### src/rtl/mul_sequencer.sv
// Sequential unsigned shift-add multiplier: one SIZE-bit add per clock,
// SIZE steps per product, result held in a registered 2*SIZE-bit output.

module mul_adder #(
  parameter int unsigned W = 32
) (
  input  logic [W-1:0] x,
  input  logic [W-1:0] y,
  input  logic         cin,
  output logic [W-1:0] sum,
  output logic         cout
);
  assign {cout, sum} = {1'b0, x} + {1'b0, y} + (W+1)'(cin);
endmodule

module mul_sequencer #(
  parameter int unsigned SIZE = 32
) (
  input  logic              clk,
  input  logic              reset,
  input  logic              start,
  input  logic              flush,
  input  logic [SIZE-1:0]   a,
  input  logic [SIZE-1:0]   b,
  output logic              busy,
  output logic              done,
  output logic [2*SIZE-1:0] product
);
  localparam int unsigned CW = $clog2(SIZE);

  typedef enum logic [1:0] {S_IDLE, S_RUN, S_DONE} state_t;

  state_t          state;
  logic [SIZE-1:0] m;
  logic [SIZE-1:0] p_hi;
  logic [SIZE-1:0] p_lo;
  logic [CW-1:0]   cnt;

  logic [SIZE-1:0]   addend_c;
  logic [SIZE-1:0]   sum_c;
  logic              carry_c;
  logic [2*SIZE-1:0] step_c;

  // Gating the addend makes the no-add case P_hi + 0 with carry 0.
  assign addend_c = p_lo[0] ? m : '0;

  mul_adder #(.W(SIZE)) u_add (
    .x    (p_hi),
    .y    (addend_c),
    .cin  (1'b0),
    .sum  (sum_c),
    .cout (carry_c)
  );

  assign step_c = {carry_c, sum_c, p_lo[SIZE-1:1]};

  always_ff @(posedge clk or posedge reset) begin
    if (reset) begin
      state   <= S_IDLE;
      busy    <= 1'b0;
      done    <= 1'b0;
      product <= '0;
      m       <= '0;
      p_hi    <= '0;
      p_lo    <= '0;
      cnt     <= '0;
    end else begin
      case (state)
        S_IDLE, S_DONE: begin
          done <= 1'b0;
          if (flush) begin
            state <= S_IDLE;
          end else if (start) begin
            state <= S_RUN;
            busy  <= 1'b1;
            m     <= a;
            p_hi  <= '0;
            p_lo  <= b;
            cnt   <= CW'(SIZE-1);
          end else begin
            state <= S_IDLE;
          end
        end
        S_RUN: begin
          if (flush) begin
            state <= S_IDLE;
            busy  <= 1'b0;
          end else begin
            {p_hi, p_lo} <= step_c;
            if (cnt == '0) begin
              product <= step_c;
              state   <= S_DONE;
              busy    <= 1'b0;
              done    <= 1'b1;
            end else begin
              cnt <= cnt - 1'b1;
            end
          end
        end
        default: begin
          state <= S_IDLE;
          busy  <= 1'b0;
          done  <= 1'b0;
        end
      endcase
    end
  end
endmodule

### config.mk
export PLATFORM = sky130hd
export DESIGN_NAME = mul_sequencer
export DESIGN_NICKNAME = d
export VERILOG_FILES = /design/src/rtl/mul_sequencer.sv
export SDC_FILE = /design/constraint.sdc
export NUM_CORES = 1
export LEC_CHECK = 0
export ABC_CLOCK_PERIOD_IN_PS = 9300
export CAP_MARGIN = 20
export CORE_MARGIN = 8
export CORE_UTILIZATION = 50
export CTS_BUF_LIST = sky130_fd_sc_hd__clkbuf_4 sky130_fd_sc_hd__clkbuf_8
export CTS_CLUSTER_SIZE = 40
export DETAILED_ROUTE_END_ITERATION = 10
export GPL_TIMING_DRIVEN = 0
export PLACE_DENSITY = 0.85
export SYNTH_ARGS = -nofsm -noshare
export SYNTH_HDL_FRONTEND = slang
export SYNTH_SLANG_ARGS = --single-unit
### constraint.sdc
create_clock -name clk -period 9.3 [get_ports clk]
set_input_delay 2.79 -clock clk [delete_from_list [all_inputs] [get_ports clk]]
set_output_delay 2.79 -clock clk [all_outputs]
set_load 0.005 [all_outputs]
==> results_dict.tcl, run 1 <==
set metrics [dict create \
    outcome "finished, final reports clean" \
    finalPower_mw 2.05 \
    synth_nets 1063 \
    async_flop_share 1.00 \
    fp.dieW_um 148 \
    synthDistinctLibCells 60 \
    worst_r2r_endpoint "product[59]$_DFFE_PP0P_" \
    swShare 0.351 \
    final.period_utilization 0.521 \
    max_freq_ghz 0.206 \
    ir_drop_mv 0.0983 \
    clkPwrFrac 0.264 \
    yosys_register_bits 169 \
    intPower_mw 1.33 \
    cts_root_buf "clkbuf_8" \
    leakage_nw 5.11 \
    coreArea_um2 17200 \
    dpl_worst_slack_ns 4.01 \
    holdBufCountCts 0 \
    fin_crit_ns 4.84 \
    dp_hpwl_mm 17.5 \
    finalWorstSetupSlack_ns 4.46 \
    grt_pass1_wl_mm 38.9 \
    power_density_nw_per_um2 190 \
    reg2reg_depth 10 \
    layout-drive-gt1-share 0.0719 \
    power.share.combinational 0.282 \
    cts_resized 0 \
    crit_path_start_kind "input pin" \
    via_per_inst 5.49 \
    clock-skew-final_ns 0.0135 \
    final_common_cell "nand2_1" \
    n_antenna_cell 0 \
    rsz0062_at_grt "false" \
    avgSynthCellArea_um2 9.10 \
    critPathMaxFanout 10 \
    hold_viol_final 0 \
    drc 0 \
    tightest_slew_ns 0.852 \
    grt.overflow.total 0 \
    maxSlewViolCount 0 \
    dr.first_iter.drc_count 472 \
    die_y_um 148 \
    grt.total_usage 0.218 \
    grt_max_degree 110 \
    r2r-start "p_lo[0]$_DFFE_PP0P_" \
    postCtsSetupBuffers 0 \
    slew_headroom 0.432 \
    nets 1216 \
    syn_area_um2 8730 \
    synth_edf_count 0 \
    crit_start "flush" \
    std_cell_rows 48 \
    wl_per_cell_um 17.3 \
    drtAntennaViolNets 0 \
    drt-pass1-iter-count 5 \
    cts_tree "built" \
    worstSkewPairLatency_ns 0.47 \
    fin_cells 1351 \
    clk_pin_slew_worst_paths_ns 0.08 \
    boundaryPins 134 \
    gp_congestion 0.919 \
    r2r_slack_ns 5.96 \
    start_util 0.508 \
    routed_wl_mm 23.4 \
    dp.cells 1319 \
    cp.required_ns 9.68 \
    hp-class "reg2reg" \
    num_vias 7421 \
    end_kind "register" \
    yosysWarnings 0 \
    grt_pass1_vias 7654 \
    synth_flop_cell "dfrtp_1" \
    synthCells 960 \
    drv_cap 0 \
    dieArea_um2 22000 \
    numPortBuffers 133 \
    h-tree-depth 4 \
    clock_sinks 169 \
    layout.cells.most_common_list "nand2_1, dfrtp_1, clkdlybuf4s50_1" \
    worstSetupPathType "in2reg" \
    setup_violations 0 \
    clk_path_buf_depth 2 \
    p_seq_frac 0.453 \
    ys_seq_area_frac 0.484 \
    cts_made_buffers 17 \
    crit_arrival_ns 5.22 \
    hold_path_startpoint "m[30]$_DFFE_PP0P_" \
    antenna_found_initial 0 \
    areaGrowthSynthToFinish_pct 23.5 \
    p_switching_mw 0.719 \
    endpoint "p_lo[0]$_DFFE_PP0P_" \
]
## flip-flops by register name, summed over array words and instances, names as in the netlist
register  cells
state         2
cnt           5
busy          1
product      64
p_lo         32
p_hi         32
m            32
done          1
## worst max-delay path, cell delays in order
cell and delay [ns]:
clkdlybuf4s50_1 0.50, nor2_1 0.07, and2_1 0.15, clkbuf_1 0.28
nor2_1 0.29, clkbuf_1 0.51, buf_2 0.42, nand2_1 0.10
o21ai_0 0.10
## how the worst min path moves through the flow
stage	endpoint	slack (ns)	depth (start not counted)
3_3_place_gp	m[31]$_DFFE_PP0P_	0.45	2
4_1_cts	m[31]$_DFFE_PP0P_	0.48	2
3_5_place_dp	m[13]$_DFFE_PP0P_	0.45	2
5_1_grt	m[31]$_DFFE_PP0P_	0.50	2
6_report	m[30]$_DFFE_PP0P_	0.47	2
2_1_floorplan	m[0]$_DFFE_PP0P_	0.44	2
## synthesized netlist by cell type (2+ instances only)
cell type	number	area, µm²
a21o_1	4	30.0
nand4_1	10	62.6
mux2_2	14	158
nor2_1	35	131
a21oi_1	41	205
a22o_1	20	175
o21a_1	3	22.5
nor4_1	2	12.5
o21ai_1	3	15.0
a211o_1	4	35.0
nor3_1	8	40.0
nor2b_1	5	31.3
and3_1	4	25.0
clkbuf_2	2	10.0
a221oi_1	2	17.5
o21ai_0	69	345
nand3_1	11	55.1
and2_1	36	225
nand2b_1	4	25.0
ha_1	34	425
a31oi_1	6	37.5
a21boi_0	2	15.0
clkbuf_1	27	101
xor2_1	10	87.6
mux2i_1	33	330
o211ai_1	10	75.1
inv_1	13	48.8
dfrtp_1	169	4230
a32o_1	2	20.0
or3_1	3	18.8
a21oi_2	2	17.5
xnor2_1	18	158
nand2_1	308	1160
a31o_2	2	17.5
buf_2	16	80.1
buf_1	4	15.0
## kinds of logic after synthesis
kind of cell	after synthesis	share of synthesized area
AND/OR/NAND/NOR	431	0.212
AO/OA/AOI/OAI	187	0.139
flip-flops	169	0.484
buffers and inverters	63	0.0301
multiplexers	47	0.0559
adder cells (fa/ha/maj)	35	0.0510
XOR/XNOR	28	0.0281
## power groups by stage
stage               combinational [mW]  sequential [mW]  clock (mW)
global route                     0.644            0.943       0.574
floorplan                        0.420            0.916           0
CTS                              0.576            0.928       0.554
global placement                 0.556            0.936           0
detailed placement               0.573            0.941           0
finish                           0.579            0.929       0.542
## per-stage QoR
step	util	cell area, µm²	setup TNS (ns)	hold WS [ns]
after detailed placement	0.604	10400	0	0.455
after floorplan	-	8730	0	0.437
after CTS	0.628	10800	0	0.476
after global routing	0.628	10800	0	0.498
after global placement	0.602	10300	-40.40	0.453
final	0.628	10800	0	0.472
## metal layers
| metal | share of wire | track usage | vias to the layer above | wire length (µm) |
|---|---|---|---|---|
| li1 | - | - | 3564 | - |
| met5 | 0 | 0 | - | 0 |
| met1 | 0.46 | 0.289 | 3618 | 10700 |
| met2 | 0.47 | 0.349 | 199 | 11100 |
| met3 | 0.040 | 0.0337 | 40 | 940 |
| met4 | 0.031 | 0.0974 | 0 | 715 |
## layout make-up
class / count / area (µm²)
Clock buffer: 18 / 241
Inverter: 13 / 56.3
Buffer: 50 / 214
Clock inverter: 14 / 161
Tap cell: 225 / 282
Timing Repair Buffer: 134 / 1360
Sequential cell: 169 / 4230
Fill cell: 1484 / 6390
Multi-Input combinational cell: 728 / 4240
Note: power is estimated with default switching activity, not from simulation.
==> run 2: changes to the inputs <==
ABC_CLOCK_PERIOD_IN_PS = 4200   (was 9300)
PLACE_DENSITY = 0.88   (was 0.85)
clock period = 4.2 ns   (was 9.3 ns; I/O delays follow)
==> run 2 against run 1 <==
Total power is 120% higher. Hold slack gained 0.0012 ns. Largest power group unchanged. Register-to-register slack got worse by 5.1 ns. Critical endpoint is now product[59]$_DFFE_PP0P_. Sequential power up 120%. Sequential share of layout area hardly changed. Combinational power grew 120%. Clock-buffer cell count decreased by 1. Core utilization about the same. Critical path depth is 1 higher. Setup slack got worse by 3.6 ns. First-iteration DRC count rose by 3.4%.
==> results_dict.tcl, run 2 (synthesis gave the netlist of run 1 again) <==
set metrics [dict create \
    setup_violations 0 \
    fin_cells 1354 \
    max_freq_ghz 0.297 \
    dp.cells 1322 \
    dr.first_iter.drc_count 488 \
    ir_drop_mv 0.205 \
    tightest_slew_ns 0.803 \
    placed_area_um2 10400 \
    hold_path_startpoint "m[14]$_DFFE_PP0P_" \
    fin_crit_ns 3.36 \
    slowest_stage "dfrtp_1" \
    post-route-cell-area_um2 10800 \
    drc 0 \
    via_per_inst 5.44 \
    final_common_cell "nand2_1" \
    nets 1219 \
    worstSkewPairLatency_ns 0.45 \
    r2r-start "p_lo[0]$_DFFE_PP0P_" \
    clock_sinks 169 \
    drv_cap 0 \
    numPortBuffers 133 \
    drt-pass1-iter-count 4 \
    gp_congestion 0.924 \
    areaGrowthSynthToFinish_pct 23.4 \
    rsz0062_at_grt "false" \
    die_y_um 148 \
    dpl_worst_slack_ns 0.453 \
    worstSetupPathType "reg2reg" \
    maxSlewViolCount 0 \
    whs_path_depth 2 \
    grt_pass1_wl_mm 38.9 \
    path_cells "clkbuf_1, nand2_1, fa_1, nand2b_1, a21oi_2, o21bai_1, a211o_1, a21o_1, a2111oi_1, a311oi_1" \
    h-tree-depth 4 \
    crit_path_start_kind "register" \
    leakage_nw 5.11 \
    wl_per_cell_um 17.4 \
    finalPower_mw 4.41 \
    cts_root_buf "clkbuf_8" \
    layout-drive-gt1-share 0.0744 \
    cp.required_ns 4.52 \
    dp_hpwl_mm 17.9 \
    routed_wl_mm 23.6 \
    clk_pin_slew_worst_paths_ns 0.10 \
    start_util 0.508 \
    boundaryPins 134 \
    p_seq_frac 0.466 \
    max_stage_delay_ns 0.51 \
    worst_r2r_endpoint "product[59]$_DFFE_PP0P_" \
    clk_path_buf_depth 2 \
    final.period_utilization 0.801 \
    holdBufCountCts 0 \
    coreArea_um2 17200 \
    dieArea_um2 22000 \
    n_antenna_cell 0 \
    grt_max_degree 43 \
    fp.dieW_um 148 \
    num_vias 7369 \
    hp-class "reg2reg" \
    drtAntennaViolNets 0 \
    power.share.combinational 0.291 \
    cts_tree "built" \
    outcome "finished, final reports clean" \
    holdPathEnd "m[14]$_DFFE_PP0P_" \
    p_switching_mw 1.59 \
    critPathMaxFanout 10 \
    r2r_slack_ns 0.84 \
    finalWorstSetupSlack_ns 0.836 \
    power_density_nw_per_um2 409 \
    slew_headroom 0.464 \
    grt.total_usage 0.219 \
    postCtsSetupBuffers 0 \
    layout.cells.most_common_list "nand2_1, dfrtp_1, clkdlybuf4s50_1" \
    antenna_found_initial 0 \
    clkPwrFrac 0.243 \
    cts_made_buffers 17 \
    hold_viol_final 0 \
    swShare 0.361 \
    grt_pass1_vias 7550 \
    cts_resized 0 \
    grt.overflow.total 0 \
    reg2reg_depth 10 \
    clock-skew-final_ns 0.0111 \
    std_cell_rows 48 \
    crit_arrival_ns 3.69 \
    intPower_mw 2.82 \
    top_register "product" \
    end_kind "register" \
    largest_reg_flops 64 \
    utilization 0.628 \
]
[run 2: changes by cell type in the layout (fill, tap and decap cells not counted), sizes merged]
cell	delta
inv	-3
bufinv	-2
buf	+3
clkinv	+6
clkbuf	-1
[run 2: worst max-delay path by stage]
stage                                         end           startpoint  depth (start not counted)  slack (ns)
final                     product[59]$_DFFE_PP0P_  p_lo[0]$_DFFE_PP0P_                         10        0.84
after global routing      product[59]$_DFFE_PP0P_  p_lo[0]$_DFFE_PP0P_                         10        0.66
after CTS                 product[59]$_DFFE_PP0P_  p_lo[0]$_DFFE_PP0P_                         10        0.93
after detailed placement     p_hi[20]$_DFFE_PP0P_                flush                          9        0.45
after global placement    product[45]$_DFFE_PP0P_                reset                          2       -0.60
after floorplan                  busy$_DFFE_PP0P_                reset                          1        0.79
[run 2: critical path, delay by kind of cell (launching register included)]
kind	cells	cell delay [ns]
and+or+nand+nor	2	0.37
AOI/OAI and AO/OA	6	1.51
DFF	1	0.51
buffers and inverters	1	0.40
adders and majority gates	1	0.44
[run 2: layout make-up]
| cell class | count | area (µm²) |
|---|---|---|
| Clock buffer | 17 | 234 |
| Buffer | 50 | 214 |
| Sequential cell | 169 | 4230 |
| Inverter | 13 | 52.6 |
| Timing Repair Buffer | 137 | 1410 |
| Tap cell | 225 | 282 |
| Multi-Input combinational cell | 728 | 4240 |
| Clock inverter | 15 | 115 |
| Fill cell | 1487 | 6400 |
[run 2: metal layers]
metal / vias up / GRT usage / part of all wire
met5: - / 0 / 0
met4: 0 / 0.0898 / 0.029
met3: 44 / 0.0416 / 0.052
met2: 203 / 0.357 / 0.47
met1: 3540 / 0.282 / 0.45
li1: 3582 / - / -
[run 2: stage by stage]
stage | setup TNS (ns) | hold WS [ns]
floorplan | 0 | 0.437
detailed placement | 0 | 0.454
global placement | -98.16 | 0.453
global route | 0 | 0.496
CTS | 0 | 0.477
finish | 0 | 0.473
[run 2: power by group through the flow]
stage / logic, mW / clock network [mW] / registers (mW)
2_1_floorplan: 0.931 / 0 / 2.03
3_3_place_gp: 1.24 / 0 / 2.07
3_5_place_dp: 1.28 / 0 / 2.08
4_1_cts: 1.28 / 1.09 / 2.05
5_1_grt: 1.44 / 1.14 / 2.08
6_report: 1.28 / 1.07 / 2.05
==> run 3: changes to the inputs <==
ABC_CLOCK_PERIOD_IN_PS = 3100   (was 4200)
PLACE_DENSITY = 0.85   (was 0.88)
clock period = 3.1 ns   (was 4.2 ns; I/O delays follow)
==> run 3 against run 2 <==
Fmax increased by 13%. Global-route usage hardly changed. Setup slack worse by 0.72 ns. Sequential power is 36% higher. Sequential share of layout area decreased by 0.43 points. Die area stayed put. Sequential cell count is the same. Critical endpoint is now p_hi[23]$_DFFE_PP0P_.
==> results_dict.tcl, run 3 (synthesis gave the netlist of run 1 again) <==
set metrics [dict create \
    outcome "finished, final reports clean" \
    grt.overflow.total 0 \
    hold_path_startpoint "m[8]$_DFFE_PP0P_" \
    worstSkewPairLatency_ns 0.47 \
    slowest_stage "dfrtp_2" \
    grt.total_usage 0.219 \
    intPower_mw 3.95 \
    antenna_found_initial 0 \
    final_common_cell "nand2_1" \
    worstSetupPathType "reg2reg" \
    crit_arrival_ns 3.35 \
    ir_drop_mv 0.324 \
    via_per_inst 5.50 \
    n_antenna_cell 0 \
    dieArea_um2 22000 \
    hold_viol_final 0 \
    r2r_slack_ns 0.11 \
    hold_slack_ns 0.472 \
    clock-skew-final_ns 0.0107 \
    crit_path_start_kind "register" \
    crit_start "p_lo[0]$_DFFE_PP0P_" \
    dr.first_iter.drc_count 481 \
    p_switching_mw 2.12 \
    clkPwrFrac 0.248 \
    leakage_nw 5.15 \
    maxSlewViolCount 0 \
    largest_reg_flops 64 \
    rsz0062_at_grt "false" \
    grt_pass1_vias 7527 \
    clk_pin_slew_worst_paths_ns 0.09 \
    drtAntennaViolNets 0 \
    fin_crit_ns 2.99 \
    path_cells "and2_1, ha_1, inv_1, fa_1, nand2b_1, a21oi_2, o21bai_1, a211o_1, a211oi_2, o21ai_0, a32o_1" \
    setup_violations 0 \
    critPathMaxFanout 6 \
    drv_cap 0 \
    hp-class "reg2reg" \
    dp_hpwl_mm 17.7 \
    max_freq_ghz 0.335 \
    drt-pass1-iter-count 5 \
    numPortBuffers 133 \
    p_seq_frac 0.459 \
    die_y_um 148 \
    cp.required_ns 3.46 \
    gp_congestion 0.913 \
    num_vias 7468 \
    start_util 0.508 \
    end_kind "register" \
    clk_path_buf_depth 2 \
    critPathBufInv 1 \
    grt_pass1_wl_mm 38.5 \
    clock_sinks 169 \
    areaGrowthSynthToFinish_pct 24.8 \
    coreArea_um2 17200 \
    fp.dieW_um 148 \
    wl_per_cell_um 17.5 \
    drc 0 \
    grt_max_degree 44 \
    finalPower_mw 6.07 \
    std_cell_rows 48 \
    slew_headroom 0.472 \
    nets 1223 \
    swShare 0.349 \
    power_density_nw_per_um2 557 \
    cts_made_buffers 17 \
    power.share.combinational 0.293 \
    max_stage_delay_ns 0.44 \
    layout-drive-gt1-share 0.0901 \
    h-tree-depth 4 \
    boundaryPins 134 \
    routed_wl_mm 23.7 \
    cts_root_buf "clkbuf_8" \
    layout.cells.most_common_list "nand2_1, dfrtp_1, clkdlybuf4s50_1" \
    tightest_slew_ns 0.791 \
    holdBufCountCts 0 \
    final.period_utilization 0.963 \
    top_register "product" \
    r2r-start "p_lo[0]$_DFFE_PP0P_" \
    cpLargestDelayFamily "compound AO/OA/AOI/OAI gates" \
    cts_tree "built" \
]
## run 3: cell count changes in the layout (fill, tap and decap cells not counted), sizes merged
cell	change
buf	+5
clkbuf	+3
clkinv	-3
inv	-2
bufinv	+1
clkinvlp	-1
## run 3: worst paths after layout
| check | to | cells after the start |
|---|---|---|
| worst max register to register | p_hi[23]$_DFFE_PP0P_ | 11 |
| worst min register to register | m[8]$_DFFE_PP0P_ | 2 |
| worst min-delay path | m[8]$_DFFE_PP0P_ | 2 |
| min in group asynchronous | product[12]$_DFFE_PP0P_ | 2 |
| max in group asynchronous | p_hi[9]$_DFFE_PP0P_ | 4 |
| worst max-delay path | p_hi[23]$_DFFE_PP0P_ | 11 |
## run 3: layout make-up
type | instances | area (µm²)
plain buffers | 50 | 220
repair buffers | 141 | 1440
well taps | 225 | 282
flip-flops and latches | 169 | 4230
clock buffers | 21 | 270
clock inverters | 10 | 92.6
inverters | 13 | 52.6
fillers | 1471 | 6270
multi-input cells | 728 | 4310
## run 3: power groups by stage
stage,registers (mW),logic [mW],clock network [mW]
6_report,2.79,1.78,1.51
5_1_grt,2.83,1.97,1.61
4_1_cts,2.78,1.74,1.54
3_5_place_dp,2.82,1.72,0
3_3_place_gp,2.81,1.67,0
2_1_floorplan,2.75,1.26,0
## run 3: tightest hold or removal path: stages (launching register included)
cell	delay [ns]
dfrtp_1	0.34
nand2_1	0.05
nand2_1	0.05
## run 3: repair_timing
action / CTS / global route
setup endpoints to repair: 18 / 20
pin swaps: 1 / 4
gates resized for setup: 6 / 17
setup buffers: 1 / 3
## run 3: through the flow
stage               TNS, ns  cell area, µm²  utilization  setup slack, ns  instances
floorplan                 0            8740            -           0.0153        960
global placement    -240.35           10300        0.603            -1.36       1318
detailed placement   -15.11           10400        0.607           -0.343       1322
CTS                       0           10800        0.630           0.0151       1354
global route              0           10900        0.635           0.0109       1357
finish                    0           10900        0.635            0.114       1357
## run 3: per-layer routing
metal	share of wire	wire [µm]	global-route usage
met1	0.45	10700	0.283
met2	0.48	11300	0.357
met3	0.043	1020	0.0386
met4	0.027	641	0.0892
met5	0	0	0
